--- config.mk ---
export PLATFORM = sky130hd
export DESIGN_NAME = fetch_unit_flat
export DESIGN_NICKNAME = d
export VERILOG_FILES = /design/src/rtl/fetch_pkg.sv /design/src/rtl/fetch_if.sv /design/src/rtl/fetch_btb.sv /design/src/rtl/fetch_unit.sv /design/src/flat_wrapper.sv
export SDC_FILE = /design/constraint.sdc
export NUM_CORES = 1
export LEC_CHECK = 0
export ABC_CLOCK_PERIOD_IN_PS = 11000
export BUFFER_PORTS_ARGS = -buffer_cell sky130_fd_sc_hd__clkbuf_2
export CAP_MARGIN = 0
export CELL_PAD_IN_SITES_DETAIL_PLACEMENT = 1
export CELL_PAD_IN_SITES_GLOBAL_PLACEMENT = 1
export CORE_MARGIN = 5
export CORE_UTILIZATION = 29
export CTS_BUF_LIST = sky130_fd_sc_hd__clkbuf_4
export DETAILED_ROUTE_END_ITERATION = 10
export GPL_TIMING_DRIVEN = 0
export PLACE_DENSITY_LB_ADDON = 0.05
export SLEW_MARGIN = 15
export SYNTH_ARGS = -nofsm -noshare
export SYNTH_HDL_FRONTEND = slang
export SYNTH_SLANG_ARGS = --single-unit
--- constraint.sdc ---
create_clock -name clk -period 11 [get_ports clk]
set_input_delay 2.2 -clock clk [delete_from_list [all_inputs] [get_ports clk]]
set_output_delay 2.2 -clock clk [all_outputs]
set_load 0.01 [all_outputs]
--- src/rtl/fetch_pkg.sv ---
// Shared types and constants for the IF-stage fetch unit and its BTB.
package fetch_pkg;

  localparam int unsigned XLEN = 32;

  typedef enum logic [1:0] {
    SNT = 2'b00,
    WNT = 2'b01,
    WT  = 2'b10,
    ST  = 2'b11
  } ctr_e;

  localparam logic [XLEN-1:0] NOP              = 32'h0000_0013;
  localparam logic [XLEN-1:0] RESET_PC_DEFAULT = 32'h0000_0000;

  // Two-bit saturating counter step toward the resolved direction.
  function automatic ctr_e ctr_step(ctr_e c, logic taken);
    ctr_e r;
    r = c;
    unique case (c)
      SNT: r = taken ? WNT : SNT;
      WNT: r = taken ? WT  : SNT;
      WT:  r = taken ? ST  : WNT;
      ST:  r = taken ? ST  : WT;
      default: r = c;
    endcase
    return r;
  endfunction

endpackage

--- src/rtl/fetch_if.sv ---
// Fetch-unit bus: hazard/EX controls, BTB training, imem and IF/ID outputs.
// Perf-counter outputs exist only when FETCH_PERF_CNT_EN is defined.
interface fetch_if;
  import fetch_pkg::*;

  logic            stall_i;
  logic            redirect_i;
  logic [XLEN-1:0] redirect_pc_i;
  logic            upd_valid_i;
  logic [XLEN-1:0] upd_pc_i;
  logic            upd_taken_i;
  logic [XLEN-1:0] upd_target_i;
  logic [XLEN-1:0] imem_addr_o;
  logic [XLEN-1:0] imem_rdata_i;
  logic [XLEN-1:0] instruction_o;
  logic [XLEN-1:0] pc_o;
  logic            br_pred_o;
`ifdef FETCH_PERF_CNT_EN
  logic [31:0]     pred_taken_cnt_o;
  logic [31:0]     redirect_cnt_o;
`endif

  modport master (
    input  stall_i, redirect_i, redirect_pc_i, upd_valid_i, upd_pc_i, upd_taken_i,
           upd_target_i, imem_rdata_i,
`ifdef FETCH_PERF_CNT_EN
    output pred_taken_cnt_o, redirect_cnt_o,
`endif
    output imem_addr_o, instruction_o, pc_o, br_pred_o
  );

  modport slave (
    output stall_i, redirect_i, redirect_pc_i, upd_valid_i, upd_pc_i, upd_taken_i,
           upd_target_i, imem_rdata_i,
`ifdef FETCH_PERF_CNT_EN
    input  pred_taken_cnt_o, redirect_cnt_o,
`endif
    input  imem_addr_o, instruction_o, pc_o, br_pred_o
  );

endinterface

--- src/rtl/fetch_btb.sv ---
// Direct-mapped BTB with 2-bit saturating counters: combinational lookup,
// synchronous update from EX.
module fetch_btb
  import fetch_pkg::*;
#(
  parameter int unsigned BTB_IDX_W = 4
) (
  input  logic            clk,
  input  logic            reset_n,
  input  logic [XLEN-1:0] lookup_pc,
  output logic            pred_taken,
  output logic [XLEN-1:0] pred_target,
  input  logic            upd_valid,
  input  logic [XLEN-1:0] upd_pc,
  input  logic            upd_taken,
  input  logic [XLEN-1:0] upd_target
);

  localparam int unsigned Entries = 2 ** BTB_IDX_W;
  localparam int unsigned TagW    = 30 - BTB_IDX_W;

  logic            valid_q  [Entries];
  logic [TagW-1:0] tag_q    [Entries];
  logic [XLEN-1:0] target_q [Entries];
  ctr_e            ctr_q    [Entries];

  logic [BTB_IDX_W-1:0] lidx, uidx;
  logic [TagW-1:0]      ltag, utag;
  logic                 lhit, uhit;

  assign lidx = lookup_pc[BTB_IDX_W+1:2];
  assign ltag = lookup_pc[XLEN-1:BTB_IDX_W+2];
  assign uidx = upd_pc[BTB_IDX_W+1:2];
  assign utag = upd_pc[XLEN-1:BTB_IDX_W+2];

  assign lhit        = valid_q[lidx] && (tag_q[lidx] == ltag);
  assign uhit        = valid_q[uidx] && (tag_q[uidx] == utag);
  assign pred_taken  = lhit && ctr_q[lidx][1];
  assign pred_target = target_q[lidx];

  logic unused_bits;
  assign unused_bits = ^{lookup_pc[1:0], upd_pc[1:0], upd_target[1:0]};

  always_ff @(posedge clk) begin
    if (!reset_n) begin
      for (int i = 0; i < Entries; i++) begin
        valid_q[i] <= 1'b0;
        ctr_q[i]   <= WNT;
      end
    end else if (upd_valid) begin
      if (upd_taken) begin
        valid_q[uidx] <= 1'b1;
        // A taken branch that misses (re)allocates the entry as weakly taken.
        ctr_q[uidx]   <= uhit ? ctr_step(ctr_q[uidx], 1'b1) : WT;
      end else if (uhit) begin
        ctr_q[uidx]   <= ctr_step(ctr_q[uidx], 1'b0);
      end
    end
  end

  // Tag/target are qualified by valid, so they need no reset.
  always_ff @(posedge clk) begin
    if (upd_valid && upd_taken) begin
      tag_q[uidx]    <= utag;
      target_q[uidx] <= {upd_target[XLEN-1:2], 2'b00};
    end
  end

endmodule

--- src/rtl/fetch_unit.sv ---
// IF-stage front end: PC register, next-PC selection and BTB prediction.
// Optional perf counters enabled by defining FETCH_PERF_CNT_EN.
module fetch_unit
  import fetch_pkg::*;
#(
  parameter logic [XLEN-1:0] RESET_PC  = RESET_PC_DEFAULT,
  parameter int unsigned     BTB_IDX_W = 4
) (
  input logic    clk,
  input logic    reset_n,
  fetch_if.master bus
);

  logic [XLEN-1:0] pc_q, pc_d;
  logic            pred_taken;
  logic [XLEN-1:0] pred_target;
  logic [XLEN-1:0] pred_next;

  fetch_btb #(
    .BTB_IDX_W (BTB_IDX_W)
  ) u_btb (
    .clk         (clk),
    .reset_n     (reset_n),
    .lookup_pc   (pc_q),
    .pred_taken  (pred_taken),
    .pred_target (pred_target),
    .upd_valid   (bus.upd_valid_i),
    .upd_pc      (bus.upd_pc_i),
    .upd_taken   (bus.upd_taken_i),
    .upd_target  (bus.upd_target_i)
  );

  assign pred_next = pred_taken ? pred_target : pc_q + 32'd4;

  always_comb begin
    pc_d = pred_next;
    if (bus.redirect_i) begin
      pc_d = {bus.redirect_pc_i[XLEN-1:2], 2'b00};
    end else if (bus.stall_i) begin
      pc_d = pc_q;
    end
  end

  always_ff @(posedge clk) begin
    if (!reset_n) begin
      pc_q <= RESET_PC;
    end else begin
      pc_q <= pc_d;
    end
  end

  assign bus.pc_o          = pc_q;
  assign bus.imem_addr_o   = pc_q;
  assign bus.instruction_o = bus.imem_rdata_i;
  assign bus.br_pred_o     = pred_taken;

  logic unused_bits;
  assign unused_bits = ^bus.redirect_pc_i[1:0];

`ifdef FETCH_PERF_CNT_EN
  logic [31:0] pred_taken_cnt_q, redirect_cnt_q;

  always_ff @(posedge clk) begin
    if (!reset_n) begin
      pred_taken_cnt_q <= '0;
      redirect_cnt_q   <= '0;
    end else begin
      if (pred_taken && !bus.stall_i && !bus.redirect_i) begin
        pred_taken_cnt_q <= pred_taken_cnt_q + 32'd1;
      end
      if (bus.redirect_i) begin
        redirect_cnt_q <= redirect_cnt_q + 32'd1;
      end
    end
  end

  assign bus.pred_taken_cnt_o = pred_taken_cnt_q;
  assign bus.redirect_cnt_o   = redirect_cnt_q;
`endif

endmodule

--- src/flat_wrapper.sv ---
// flat-port wrapper written by rule: the top's interface ports become plain ports
module fetch_unit_flat import fetch_pkg::*;
#(
  parameter logic [XLEN-1:0] RESET_PC  = RESET_PC_DEFAULT,
  parameter int unsigned     BTB_IDX_W = 4
)
  (clk, reset_n, bus_stall_i, bus_redirect_i, bus_redirect_pc_i, bus_upd_valid_i, bus_upd_pc_i, bus_upd_taken_i, bus_upd_target_i, bus_imem_rdata_i, bus_imem_addr_o, bus_instruction_o, bus_pc_o, bus_br_pred_o);
  fetch_if bus_i ();
  input logic clk;
  input logic reset_n;
  input wire logic [$bits(bus_i.stall_i)-1:0] bus_stall_i;
  input wire logic [$bits(bus_i.redirect_i)-1:0] bus_redirect_i;
  input wire logic [$bits(bus_i.redirect_pc_i)-1:0] bus_redirect_pc_i;
  input wire logic [$bits(bus_i.upd_valid_i)-1:0] bus_upd_valid_i;
  input wire logic [$bits(bus_i.upd_pc_i)-1:0] bus_upd_pc_i;
  input wire logic [$bits(bus_i.upd_taken_i)-1:0] bus_upd_taken_i;
  input wire logic [$bits(bus_i.upd_target_i)-1:0] bus_upd_target_i;
  input wire logic [$bits(bus_i.imem_rdata_i)-1:0] bus_imem_rdata_i;
  output wire logic [$bits(bus_i.imem_addr_o)-1:0] bus_imem_addr_o;
  output wire logic [$bits(bus_i.instruction_o)-1:0] bus_instruction_o;
  output wire logic [$bits(bus_i.pc_o)-1:0] bus_pc_o;
  output wire logic [$bits(bus_i.br_pred_o)-1:0] bus_br_pred_o;
  assign bus_i.stall_i = bus_stall_i;
  assign bus_i.redirect_i = bus_redirect_i;
  assign bus_i.redirect_pc_i = bus_redirect_pc_i;
  assign bus_i.upd_valid_i = bus_upd_valid_i;
  assign bus_i.upd_pc_i = bus_upd_pc_i;
  assign bus_i.upd_taken_i = bus_upd_taken_i;
  assign bus_i.upd_target_i = bus_upd_target_i;
  assign bus_i.imem_rdata_i = bus_imem_rdata_i;
  assign bus_imem_addr_o = bus_i.imem_addr_o;
  assign bus_instruction_o = bus_i.instruction_o;
  assign bus_pc_o = bus_i.pc_o;
  assign bus_br_pred_o = bus_i.br_pred_o;
  fetch_unit #(.RESET_PC(RESET_PC), .BTB_IDX_W(BTB_IDX_W)) u_core (.clk(clk), .reset_n(reset_n), .bus(bus_i));
endmodule
* Word-level counts from Yosys, hierarchy flattened
Memory sizes are Yosys's and may differ from the RTL's. A register that Yosys moved wholly into a read port is not among the register bits.
Cells that the tools add are included.
** Word-level totals
- Flip-flop bits (word level) :: 32
- Memories :: 4
- Word-level logic and storage cells :: 65
- Bits in writable memories :: 944
** Memories
- u_core.u_btb.target_q :: depth 16, bits a word 30, read ports 1, clocked after memory_dff 1, write ports 1, RTL line fetch_btb.sv:24 : logic [XLEN-1:0] target_q [Entries];
- u_core.u_btb.tag_q :: depth 16, bits a word 26, read ports 2, clocked after memory_dff 1, write ports 1, RTL line fetch_btb.sv:23 : logic [TagW-1:0] tag_q [Entries];
- u_core.u_btb.ctr_q :: depth 16, bits a word 2, read ports 2, clocked after memory_dff 1, write ports 16, RTL line fetch_btb.sv:25 : ctr_e ctr_q [Entries];
- u_core.u_btb.valid_q :: depth 16, bits a word 1, read ports 2, clocked after memory_dff 1, write ports 16, RTL line fetch_btb.sv:22 : logic valid_q [Entries];
** Cells by class
- Muxes and demuxes :: 40
- Bitwise gates (word level) :: 2
- Add/subtract/negate cells :: 1
- Reductions and logical operators :: 10
- Eq/ne operators :: 6
** Operator list (count)
- $mux W32 :: 3
- $eq A26 B26 Y1 :: 2
- $mux W4 :: 10
- $add A32 B3 Y32 const B :: 1
- $mux W2 :: 10
- $mux W1 :: 15
- $pmux W2 S3 :: 2
- $reduce_or A2 Y1 :: 4
- $eq A2 B2 Y1 const B :: 2
- $logic_and A1 B1 Y1 :: 4
- $eq A2 B1 Y1 const B :: 1
- $logic_not A2 Y1 :: 1
- $ne A2 B1 Y1 const B :: 1
- $not A1 Y1 :: 1
- $or A1 B1 Y1 :: 1
- $reduce_or A1 Y1 :: 1

* Depth between registers and ports, before layout
An unclocked memory read counts as a cell.
- Word-level depth :: 11
- Gate-level depth with buffers :: 15
- Mapped depth without buffers :: 10

* Modules after synthesis
From an unflattened synthesis, not the netlist that was laid out.
** Second synthesis, totals
- Cell total of the unflattened synthesis :: 2326
- Area, all modules :: 43529.2 um^2
** By module, submodules not included
- fetch_btb :: area each 40641.5 um^2, times used 1, cells each 1946
- fetch_unit :: area each 2887.8 um^2, times used 1, cells each 380

* Worst setup path before layout
OpenSTA, ideal clock, no wires.
- Kind :: input-to-reg
- Start :: in bus_upd_pc_i[2]
- End :: mem u_core.u_btb.tag_q[13][0] (netlist bit), enable pin
- Cell stages on the path :: 7
- Data arrival time :: 6.303 ns
- Buffers on the path :: 4
- Path slack :: 4.226 ns
- Path through :: clkbuf_1 -> buf_1 -> buf_2 -> clkbuf_1 -> nor2b_1 -> nand3_1 -> nor2_1
** RTL lines
- start: declaration :: RTL line flat_wrapper.sv:15 : input wire logic [$bits(bus_i.upd_pc_i)-1:0] bus_upd_pc_i;
- end: declaration :: RTL line fetch_btb.sv:23
No word-level cell before the write port.

==> flow_summary.json <==
{
  "syn_to_final_growth_pct": 20.0,
  "num_vias": 27000,
  "start_kind": "register",
  "insertion_delay_ps": 1220,
  "nets": 2994,
  "cts_setup_buffers": 0,
  "r2r_slack_ps": 4970,
  "grt_use_met2_pct": 36.3,
  "track_usage_pct": 22.2,
  "grt_most_used_layer": "met2",
  "design_area_um2": 52400,
  "dieArea_um2": 158000,
  "grt_pass1_vias": 28900,
  "post_cts_resized": 0,
  "cp-end-kind": "output pin",
  "clk_pin_slew_ps": 70,
  "hold_class": "reg -> reg",
  "multiInputGateArea_um2": 13500,
  "ctsRootBufferMaster": "clkbuf_4",
  "placed_cells": 4571,
  "die_w_um": 398,
  "cp_common_cell": "buf_2",
  "crit_path_cell_trace": "buf_2 > inv_1 > buf_2 > buf_2 > mux2i_1 > mux2i_1 > xnor2_1 > nand2_1 > nor4b_2 > and4_1 > clkbuf_1 > clkbuf_2",
  "crit_fanout": 11,
  "synth_cell_types": 84,
  "synthArstFlopShare_pct": 0,
  "first_iter_violations": 2245,
  "report.final.slew_viol_count": 0,
  "p_leak_uw": 0.0171,
  "clock_path_buffers": 4,
  "postCtsHoldBufs": 0,
  "initial_core_util_pct": 29.2,
  "gp_congestion": 0.858,
  "ys_ff_latch": 980,
  "drc": 0,
  "rsz0062_at_grt": "false",
  "die_h_um": 398,
  "fin_cells": 5093,
  "final_cell_mix": "edfxtp_1 (928), clkbuf_4 (445), mux4_2 (362)",
  "dp_hpwl_um": 125000,
  "grt_overflow": 0,
  "crit_family": "buffers and inverters",
  "netlist_instances": 2298,
  "postRouteAntennaNets": 0,
  "met3_usage_pct": 4.32,
  "worst_pin_slew_ps": 1310,
  "port-buffer-count": 188,
  "io-pin-count": 231,
  "path_buf_inv": 6,
  "clock_sinks": 980,
  "synth_edf_count": 928,
  "fp.coreArea_um2": 150000,
  "fin_ws_ps": 2380,
  "cts_buffers": 301,
  "cts_max_level": 5,
  "cap_viol_max_count": 0,
  "hold_slack_ps": 501,
  "fin_setup_tns_ps": 0,
  "synth_flop_cell": "edfxtp_1",
  "drtPass1Iterations": 5,
  "grt_use_met1_pct": 30.1,
  "slew_headroom_pct": 12.8,
  "finalSetupViolations": 0,
  "critPathArrivalTime_ps": 6420,
  "yosysWarnings": 0,
  "hold_viol_final": 0,
  "irDropWorstVdd_mv": 0.0800,
  "period_needed_ps": 8620,
  "yosysSeqAreaShare_pct": 66.2,
  "regArea_um2": 28900,
  "nFillCells": 15200,
  "critPathSlowestCell": "nor4b_2",
  "netlist_area_um2": 43700,
  "cp_data_required_time_ps": 8800,
  "syn_nets": 2433,
  "grt_max_degree": 18,
  "p_per_area_nw_per_um2": 163,
  "vias_per_cell": 5.31,
  "max_freq_mhz": 116,
  "drive_gt1_share_pct": 41.5,
  "antenna_found_initial": 16,
  "fin_crit_sh_pct": 78.3,
  "skew_ps": 91.3,
  "grt_pass1_wl_um": 241000,
  "path_class": "reg -> out",
  "final_common_cell": "edfxtp_1",
  "syn_avg_cell_area_um2": 19.0,
  "routedWlPerCell_um": 34.7,
  "max_stage_delay_ps": 770,
  "drt_wl_total_um": 177000,
  "dpl_cell_area_um2": 48800,
  "cts_tree": "done",
  "status": "complete, no violations",
  "std_cell_rows": 142,
  "dp_slack_ps": 2370,
  "worstHoldStart": "u_core.bus.imem_addr_o[0]"
}
==> logic make-up (layout without fill, tap and decap cells) <==
family / count (synthesis) / count (layout) / share of synthesized area, %
buffers and inverters: 233 / 992 / 3.07
AOI/OAI and AO/OA: 195 / 195 / 3.19
muxes: 478 / 478 / 22.1
xor gates and xnor gates: 45 / 45 / 0.920
adders and majority gates: 1 / 1 / 0.0286
and+or+nand+nor: 366 / 366 / 4.46
other: 0 / 20 / 0
DFF: 980 / 980 / 66.2
==> synthesized netlist by cell type, types with 14 or more instances <==
cell type	n	area, µm²
mux4_1	20	526
nand3_1	50	250
edfxtp_1	928	27900
nor4_1	14	87.6
o211ai_1	14	105
mux2i_1	78	781
buf_1	28	105
dfxtp_1	52	1040
inv_1	17	63.8
clkbuf_1	70	263
mux4_2	362	8150
buf_4	68	510
nor2b_1	33	206
o21ai_0	45	225
and3_1	15	93.8
xnor2_1	38	333
nor2_1	87	327
mux2_2	18	203
a21oi_1	21	105
buf_2	29	145
nand4_1	30	188
nand2_1	62	233
==> final timing paths <==
kind | end | depth (start not counted)
worst max-delay path | bus_br_pred_o | 12
worst min-delay path | u_core.bus.imem_addr_o[0] | 1
worst max register to register | register | 13
worst min register to register | u_core.bus.imem_addr_o[0] | 1
==> report_power, final <==
part           internal (µW)  switching (µW)  leakage, µW
registers               4140            48.2      0.00881
logic                    351             548      0.00613
clock network           1830            1610      0.00216
total                   6320            2210       0.0171
==> metal layers <==
| metal | routed length (µm) | vias to the layer above |
|---|---|---|
| met5 | 27 | - |
| met4 | 4600 | 4 |
| met3 | 10900 | 308 |
| met2 | 84900 | 1100 |
| met1 | 76500 | 14700 |
| li1 | - | 10900 |
==> state kept, by name, indices dropped and copies added, names as in the netlist, named ones only <==
name / count
u_core.bus.imem_addr_o: 32
u_core.u_btb.ctr_q: 32
u_core.u_btb.tag_q: 416
u_core.u_btb.target_q: 480
u_core.u_btb.valid_q: 16
==> area by class of cell <==
type / count / area share [%]
Timing Repair Buffer: 258 / 4.73
Clock inverter: 57 / 0.420
Inverter: 19 / 0.136
Tap cell: 2016 / 4.81
Buffer: 214 / 2.48
Antenna cell: 20 / 0.0955
Clock buffer: 444 / 6.36
Sequential cell: 980 / 55.2
Multi-Input combinational cell: 1085 / 25.8
==> per-stage QoR <==
stage	power [µW]	util (%)
6_report	8520	35.0
3_5_place_dp	5180	32.6
4_1_cts	8670	35.0
2_1_floorplan	4740	-
5_1_grt	8920	35.0
3_3_place_gp	5160	31.5
Note: power is estimated with default switching activity, not from simulation.
